[src/rtl/usb_utmi_pkg.sv]
// Shared UTMI types plus line-state controller state encoding and
// default 60 MHz detection timings.
package usb_utmi_pkg;

  typedef enum logic [1:0] {
    UTMI_LS_SE0 = 2'b00,
    UTMI_LS_J   = 2'b01,
    UTMI_LS_K   = 2'b10,
    UTMI_LS_SE1 = 2'b11
  } utmi_line_state_t;

  typedef enum logic [1:0] {
    UTMI_OM_NORMAL  = 2'b00,
    UTMI_OM_NONDRV  = 2'b01,
    UTMI_OM_DISABLE = 2'b10,
    UTMI_OM_RSVD    = 2'b11
  } utmi_op_mode_t;

  typedef enum logic [2:0] {
    LC_NORMAL     = 3'd0,
    LC_BUS_RESET  = 3'd1,
    LC_SUSPEND    = 3'd2,
    LC_WAKE_DRIVE = 3'd3,
    LC_RESUME     = 3'd4
  } usb_linectl_state_t;

  // Line class tracked in NORMAL so a change of class restarts the run count.
  typedef enum logic [1:0] {
    LC_CLS_NONE = 2'd0,
    LC_CLS_SE0  = 2'd1,
    LC_CLS_IDLE = 2'd2
  } usb_linectl_cls_t;

  localparam int unsigned LC_RST_DET_CYC_60M   = 150;
  localparam int unsigned LC_SUSP_DET_CYC_60M  = 180000;
  localparam int unsigned LC_WAKE_HOLD_CYC_60M = 300000;
  localparam int unsigned LC_WAKE_DRV_CYC_60M  = 120000;

  function automatic int unsigned lc_max2(input int unsigned a, input int unsigned b);
    return (a > b) ? a : b;
  endfunction

endpackage

[src/rtl/usb_utmi_linectl.sv]
// Device-side UTMI line-state controller: bus reset / suspend / resume
// detection and remote-wakeup sequencing, all outputs registered (Moore).
module usb_utmi_linectl
  import usb_utmi_pkg::*;
#(
  parameter int unsigned RST_DET_CYC   = LC_RST_DET_CYC_60M,
  parameter int unsigned SUSP_DET_CYC  = LC_SUSP_DET_CYC_60M,
  parameter int unsigned WAKE_HOLD_CYC = LC_WAKE_HOLD_CYC_60M,
  parameter int unsigned WAKE_DRV_CYC  = LC_WAKE_DRV_CYC_60M,
  parameter int unsigned CNT_W = $clog2(lc_max2(lc_max2(RST_DET_CYC, SUSP_DET_CYC),
                                                lc_max2(WAKE_HOLD_CYC, WAKE_DRV_CYC))) + 1
) (
  input  logic             clk,
  input  logic             rst,
  input  utmi_line_state_t line_state_i,
  input  logic             rx_active_i,
  input  logic             wake_en_i,
  input  logic             wake_req_i,
  output utmi_op_mode_t    op_mode_o,
  output logic             suspend_m_o,
  output logic             tx_k_o,
  output logic             bus_reset_o,
  output logic             bus_reset_start_o,
  output logic             suspended_o,
  output logic             resume_done_o
);

  localparam logic [CNT_W-1:0] C_RST      = CNT_W'(RST_DET_CYC);
  localparam logic [CNT_W-1:0] C_SUSP     = CNT_W'(SUSP_DET_CYC);
  localparam logic [CNT_W-1:0] C_HOLD     = CNT_W'(WAKE_HOLD_CYC);
  localparam logic [CNT_W-1:0] C_DRV_LAST = CNT_W'(WAKE_DRV_CYC - 1);

  usb_linectl_state_t r_state;
  usb_linectl_cls_t   r_cls;
  logic [CNT_W-1:0]   r_cnt;
  logic [CNT_W-1:0]   r_se0_cnt;
  logic               r_k_prev;
  logic               r_seen_se0;
  logic               r_wake_pend;

  usb_linectl_state_t w_nxt;
  usb_linectl_cls_t   w_cls;
  logic [CNT_W-1:0]   w_cnt_inc;
  logic [CNT_W-1:0]   w_run;
  logic [CNT_W-1:0]   w_se0_run;
  logic [CNT_W-1:0]   w_cnt_nxt;
  logic               w_is_se0;
  logic               w_is_k;
  logic               w_is_j;

  always_comb begin
    w_is_se0 = (line_state_i == UTMI_LS_SE0);
    w_is_k   = (line_state_i == UTMI_LS_K);
    w_is_j   = (line_state_i == UTMI_LS_J);

    w_cls = LC_CLS_NONE;
    if (w_is_se0)                  w_cls = LC_CLS_SE0;
    else if (w_is_j && !rx_active_i) w_cls = LC_CLS_IDLE;

    w_cnt_inc = (r_cnt == '1) ? r_cnt : r_cnt + 1'b1;

    // NORMAL run length: restart at 1 on a new class, 0 on K/SE1/activity
    if (w_cls == LC_CLS_NONE)  w_run = '0;
    else if (w_cls == r_cls)   w_run = w_cnt_inc;
    else                       w_run = CNT_W'(1);

    // SE0 run used by SUSPEND/RESUME, where r_cnt times something else
    if (!w_is_se0)              w_se0_run = '0;
    else if (r_se0_cnt == '1)   w_se0_run = r_se0_cnt;
    else                        w_se0_run = r_se0_cnt + 1'b1;
  end

  always_comb begin
    w_nxt     = r_state;
    w_cnt_nxt = r_cnt;
    case (r_state)
      LC_NORMAL: begin
        w_cnt_nxt = w_run;
        if (w_cls == LC_CLS_SE0 && w_run == C_RST)        w_nxt = LC_BUS_RESET;
        else if (w_cls == LC_CLS_IDLE && w_run == C_SUSP) w_nxt = LC_SUSPEND;
      end
      LC_BUS_RESET: begin
        if (!w_is_se0) w_nxt = LC_NORMAL;
      end
      LC_SUSPEND: begin
        w_cnt_nxt = (r_cnt == C_HOLD) ? r_cnt : w_cnt_inc;
        if (w_se0_run == C_RST)                              w_nxt = LC_BUS_RESET;
        else if (w_is_k && r_k_prev)                         w_nxt = LC_RESUME;
        else if (r_wake_pend && wake_en_i && r_cnt == C_HOLD) w_nxt = LC_WAKE_DRIVE;
      end
      LC_WAKE_DRIVE: begin
        w_cnt_nxt = w_cnt_inc;
        if (r_cnt == C_DRV_LAST) w_nxt = LC_RESUME;
      end
      LC_RESUME: begin
        if (w_se0_run == C_RST)          w_nxt = LC_BUS_RESET;
        else if (r_seen_se0 && w_is_j)   w_nxt = LC_NORMAL;
      end
      default: w_nxt = LC_NORMAL;
    endcase
  end

  always_ff @(posedge clk) begin
    if (rst) begin
      r_state           <= LC_NORMAL;
      r_cls             <= LC_CLS_NONE;
      r_cnt             <= '0;
      r_se0_cnt         <= '0;
      r_k_prev          <= 1'b0;
      r_seen_se0        <= 1'b0;
      r_wake_pend       <= 1'b0;
      op_mode_o         <= UTMI_OM_NORMAL;
      suspend_m_o       <= 1'b1;
      tx_k_o            <= 1'b0;
      bus_reset_o       <= 1'b0;
      bus_reset_start_o <= 1'b0;
      suspended_o       <= 1'b0;
      resume_done_o     <= 1'b0;
    end else begin
      r_state <= w_nxt;
      if (w_nxt != r_state) begin
        r_cls      <= LC_CLS_NONE;
        r_cnt      <= '0;
        r_se0_cnt  <= '0;
        r_k_prev   <= 1'b0;
        r_seen_se0 <= 1'b0;
      end else begin
        r_cls      <= w_cls;
        r_cnt      <= w_cnt_nxt;
        r_se0_cnt  <= w_se0_run;
        r_k_prev   <= w_is_k;
        r_seen_se0 <= r_seen_se0 | w_is_se0;
      end
      // Wake request only latches while staying in SUSPEND
      r_wake_pend <= (r_state == LC_SUSPEND) && (w_nxt == LC_SUSPEND) &&
                     (r_wake_pend || (wake_req_i && wake_en_i));

      op_mode_o         <= (w_nxt == LC_WAKE_DRIVE) ? UTMI_OM_DISABLE : UTMI_OM_NORMAL;
      suspend_m_o       <= (w_nxt != LC_SUSPEND);
      tx_k_o            <= (w_nxt == LC_WAKE_DRIVE);
      bus_reset_o       <= (w_nxt == LC_BUS_RESET);
      bus_reset_start_o <= (w_nxt == LC_BUS_RESET) && (r_state != LC_BUS_RESET);
      suspended_o       <= (w_nxt == LC_SUSPEND);
      resume_done_o     <= (r_state == LC_RESUME) && (w_nxt == LC_NORMAL);
    end
  end

endmodule

[config.mk]
export PLATFORM = sky130hd
export DESIGN_NAME = usb_utmi_linectl
export DESIGN_NICKNAME = d
export VERILOG_FILES = /design/src/rtl/usb_utmi_pkg.sv /design/src/rtl/usb_utmi_linectl.sv
export SDC_FILE = /design/constraint.sdc
export NUM_CORES = 1
export LEC_CHECK = 0
export BUFFER_PORTS_ARGS = -buffer_cell sky130_fd_sc_hd__buf_2
export CELL_PAD_IN_SITES_DETAIL_PLACEMENT = 0
export CELL_PAD_IN_SITES_GLOBAL_PLACEMENT = 2
export CORE_ASPECT_RATIO = 0.75
export CORE_UTILIZATION = 37
export DETAILED_ROUTE_END_ITERATION = 6
export GPL_TIMING_DRIVEN = 0
export PLACE_DENSITY_LB_ADDON = 0.1
export SKIP_LAST_GASP = 1
export SLEW_MARGIN = 40
export SYNTH_ARGS = -nofsm -noshare
export SYNTH_HDL_FRONTEND = slang
export SYNTH_SLANG_ARGS = --single-unit
[constraint.sdc]
create_clock -name clk -period 4 [get_ports clk]
set_clock_uncertainty 0.05 [all_clocks]
set_input_delay 0.4 -clock clk [delete_from_list [all_inputs] [get_ports clk]]
set_output_delay 0.4 -clock clk [all_outputs]
set_load 0.01 [all_outputs]
-- Word-level counts from Yosys, hierarchy flattened
Index checks and enable logic that the tools add are counted.
- flip-flop bits (word level): 56
- bits of input ports: 7
- word-level logic and storage cells: 81
- eq/ne operators: 23
- reductions and logical operators: 21
- add/sub/neg operators: 2
- multiplexer cells: 20
- bitwise operators: 1
- operators by type and width (kind ; number):
    $mux 20 ; 6
    $pmux 20 s3 ; 1
    $add 20x1->20 const B ; 2
    $eq 20x20->1 const B ; 2
    $eq 20x8->1 const B ; 2
    $mux 3 ; 9
    $eq 20x17->1 const B ; 1
    $eq 20x18->1 const B ; 1
    $eq 20x19->1 const B ; 1
    $pmux 3 s5 ; 1
    $eq 3x2->1 const B ; 4
    $logic_and 1x1->1 ; 12
    $eq 3x1->1 const B ; 2
    $logic_not 3->1 ; 2
    $mux 2 ; 3
    $eq 2x1->1 const B ; 2
    $eq 2x2->1 const B ; 2
    $logic_not 2->1 ; 2
    $eq 3x3->1 const B ; 1
    $ne 3x1->1 const B ; 1
    $ne 3x2->1 const B ; 1
    $ne 3x3->1 ; 1
    $reduce_bool 3->1 ; 1
    $eq 2x2->1 ; 1
    other kinds (6) ; 6

-- Longest topological paths before layout
- depth in word-level cells: 15
- mapped depth: 13

-- Worst setup path after synthesis
OpenSTA, ideal clock, no wires.
- path kind: reg2reg
- start point: reg r_cnt[0]
- end point: reg r_cnt[10]
- buffers on the path: 3
- setup slack: 0.843 ns
- period minus slack after synthesis: 3.157 ns
- cell stages (with the launch flop): 14
- data required time: 3.820 ns
- setup time: 0.130 ns
- data arrival time: 2.977 ns
- cells stage by stage: dfxtp_1 > ha_1 > buf_2 > nand4_1 > or2_0 > buf_2 > o31a_1 > or4b_1 > a2111o_1 > nor3_2 > nor2_1 > a211oi_4 > buf_6 > nor4_1
- longest elaborated chain between the ends: 11
- elaborated cells between the ends (all ways): 25
- classes of those cells: 1 x add/sub; 7 x eq/ne; 12 x mux; 5 x reduce/logical
- ends and longest elaborated chain (element ; line ; RTL):
    start: declaration ; usb_utmi_linectl.sv:35 ; logic [CNT_W-1:0] r_cnt;
    start signal: assignment ; usb_utmi_linectl.sv:129 ; r_cnt <= w_cnt_nxt;
    $add 20x1->20 / $eq 20x20->1 (equally long branches) ; usb_utmi_linectl.sv:60 ; w_cnt_inc = (r_cnt == '1) ? r_cnt : r_cnt + 1'b1;
    $mux 20 ; usb_utmi_linectl.sv:60 ;
    $mux 20 ; usb_utmi_linectl.sv:64 ; else if (w_cls == r_cls) w_run = w_cnt_inc;
    $mux 20 ; usb_utmi_linectl.sv:63 ; if (w_cls == LC_CLS_NONE) w_run = '0;
    $eq 20x18->1 ; usb_utmi_linectl.sv:80 ; else if (w_cls == LC_CLS_IDLE && w_run == C_SUSP) w_nxt = LC_SUSPEND;
    $logic_and 1x1->1 ; usb_utmi_linectl.sv:80 ;
    $mux 3 ; usb_utmi_linectl.sv:80 ;
    $mux 3 ; usb_utmi_linectl.sv:79 ; if (w_cls == LC_CLS_SE0 && w_run == C_RST) w_nxt = LC_BUS_RESET;
    $pmux 3 s5 ; usb_utmi_linectl.sv:76 ; case (r_state)
    $ne 3x3->1 ; usb_utmi_linectl.sv:121 ; if (w_nxt != r_state) begin
    $reduce_or 2->1 (no line) ; -- ;
Several ways; a longest one is shown, not always the timed one. The select of a mux whose other input is x is not followed.
A chain may end at the register's enable or synchronous reset.

-- Worst setup path after layout
- start point: reg r_cnt[0]
- end point: reg r_cnt[5]
The elaborated chain is that of the path after synthesis.

==> out/results.ini <==
[timing]
hold_violations=0
maxSlewViolCount=0
tightest_slew_ns=0.732
relSlewSlack=0.510
fmax_mhz=263
timing.hold.ws_ns=0.222
setup_viol=0
fin_crit_sh=0.950
min_period_ns=3.80

[cts]
htreeDepth=2
cts_tree=done
cts.clk_slew.worst_paths_ns=0.08
clockBufferDepth=2
insertion_delay_ns=0.31
cts_root_buf=clkbuf_16
clock_sinks=54
numCtsBuffers=5

[die]
die_area_um2=10800
die_w_um=119
initial_core_util=0.388
pin_count=15
die_h_um=90.1
placementRows=31
core_area_um2=9850

[route]
vias=4073
drt_iter0_markers=414
first_pass_iters=5
wl_per_cell_um=20.1
drtAntennaViolNets=0
drc=0
vias_per_cell=6.20
drt_wl_total_mm=13.2

[layout]
final_cells=657
layout-drive-gt1-share=0.131
fin_nets=534
final_common_cell=dfxtp_1
area_delta_synth_final_pct=12.3
final_cell_mix=53 x dfxtp_1, 46 x nor4_1, 38 x nor2_1, 31 x buf_2, 31 x o21ai_0
stdcell_area_um2=4300
antenna_cells=0
final_core_util=0.436

[placed_design]
port_buffers=12
hpwl_mm=9.79
placedInstanceArea_um2=4060
gp_congestion=0.940
placedCellCount=646

[global_routing]
grt_pass1_wl_mm=21.1
grt_max_degree=19
antenna_found_initial=0
overflow=0
grt_usage=0.254
grt_pass1_vias=3523

[setup_path]
cp.required_ns=4.14
path_class=reg2reg
worstPathArrival_ns=3.94
endpoint_kind=flip-flop
critPathLaunchType=flip-flop
cp_max_fo=10

[pwr]
power_leakage_uw=0.00153
finalPower_uw=1120
power_density_nw_per_um2=261
ir_drop_v=0.000247

[synth]
synth_seq_area_share=0.282
syn-cell-area_um2=3830
syn_nets=512
synthArstFlopShare=0
avgSynthCellArea_um2=7.62
ys_warn_count=0
yosys_register_bits=54
synth_cell_types=66
synth_enable_flop_cells=0
synth_cells=502
ys.flop_type=dfxtp_1

[status]
status=finished, final reports clean

[job]
cap_viol_max_count=0

[worst_hold_path]
hp-class=in2reg

-- metrics by stage --
| stage | TNS, ns | setup WS, ns |
|---|---|---|
| floorplan | 0 | 0.843 |
| global placement | -6.21 | -0.200 |
| detailed placement | -3.97 | -0.153 |
| CTS | 0 | 0.0271 |
| global route | -0.0120 | -0.00628 |
| finish | 0 | 0.201 |
-- cells in the mapped netlist, types with 6 or more instances --
| cell type | instances | area (um^2) |
|---|---|---|
| nor3b_1 | 10 | 75.1 |
| and3_1 | 12 | 75.1 |
| xnor2_1 | 13 | 114 |
| xor2_1 | 7 | 61.3 |
| nand3_1 | 21 | 105 |
| a31oi_1 | 10 | 62.6 |
| nor4_1 | 46 | 288 |
| dfxtp_1 | 54 | 1080 |
| a21oi_1 | 25 | 125 |
| o21ai_0 | 31 | 155 |
| or3_1 | 6 | 37.5 |
| a211oi_1 | 8 | 60.1 |
| o31a_1 | 6 | 52.6 |
| nor3_1 | 26 | 130 |
| clkbuf_1 | 19 | 71.3 |
| nand4_1 | 15 | 93.8 |
| buf_2 | 20 | 100 |
| inv_1 | 7 | 26.3 |
| nand2b_1 | 6 | 37.5 |
| nor2b_1 | 8 | 50.1 |
| nor2_1 | 39 | 146 |
| nand2_1 | 25 | 93.8 |
-- worst max-delay path, stage by stage (launching register included) --
cell      delay [ns]
dfxtp_1         0.48
ha_1            0.19
buf_2           0.21
nand4_1         0.14
clkbuf_2        0.24
or4_1           0.50
a211oi_1        0.30
o211ai_1        0.15
a221o_1         0.39
nor3_2          0.25
nor2_1          0.11
a211oi_4        0.35
buf_6           0.23
nor4_1          0.08
-- cell type report --
cell class,count,area (um^2)
Buffer,44,219
Clock buffer,5,125
Clock inverter,3,47.5
Fill cell,1050,5550
Inverter,7,26.3
Multi-Input combinational cell,397,2550
Sequential cell,54,1080
Tap cell,132,165
Timing Repair Buffer,15,82.6
-- kinds of logic after synthesis --
group,count (synthesis),share of synthesized area
other,1,0.000980
XOR/XNOR,20,0.0458
AO/OA/AOI/OAI,115,0.200
AND/OR/NAND/NOR,254,0.388
adder cells (fa/ha/maj),3,0.00981
flip-flops,54,0.282
buffers and inverters,51,0.0624
multiplexers,4,0.0105
-- where the power goes --
part           switching [uW]  internal, uW
clock                     227           300
combinational            34.6          14.3
sequential               3.61           540
total                     266           854
-- registers in the layout, indices dropped and copies added, names as in the netlist, 2 cells and up --
register	flops
r_cls	2
r_se0_cnt	20
r_cnt	20
r_state	3
-- worst paths after layout --
kind	slack, ns	startpoint	endpoint	cells after the start
setup / recovery	0.20	r_cnt[0]$_SDFFE_PP0P_	r_cnt[5]$_SDFFE_PP0P_	13
hold / removal	0.22	rst	r_state[2]$_SDFF_PP0_	2
setup reg to reg	0.20	r_cnt[0]$_SDFFE_PP0P_	r_cnt[5]$_SDFFE_PP0P_	13
hold reg to reg	0.44	r_seen_se0$_SDFF_PP0_	r_seen_se0$_SDFF_PP0_	2
-- routing by layer --
layer  GRT usage  share of wire
met5           0              0
met4      0.0490          0.011
met3      0.0552          0.087
met2       0.313           0.36
met1       0.424           0.54
-- timing repair --
item                                    in CTS  in global routing
endpoints found under the setup margin      40                 46
pin swaps                                    1                  3
gates resized for setup                      0                 12
hold buffers                                 0                  0
buffers inserted                             1                  2
Power figures use the tool's default switching activity.
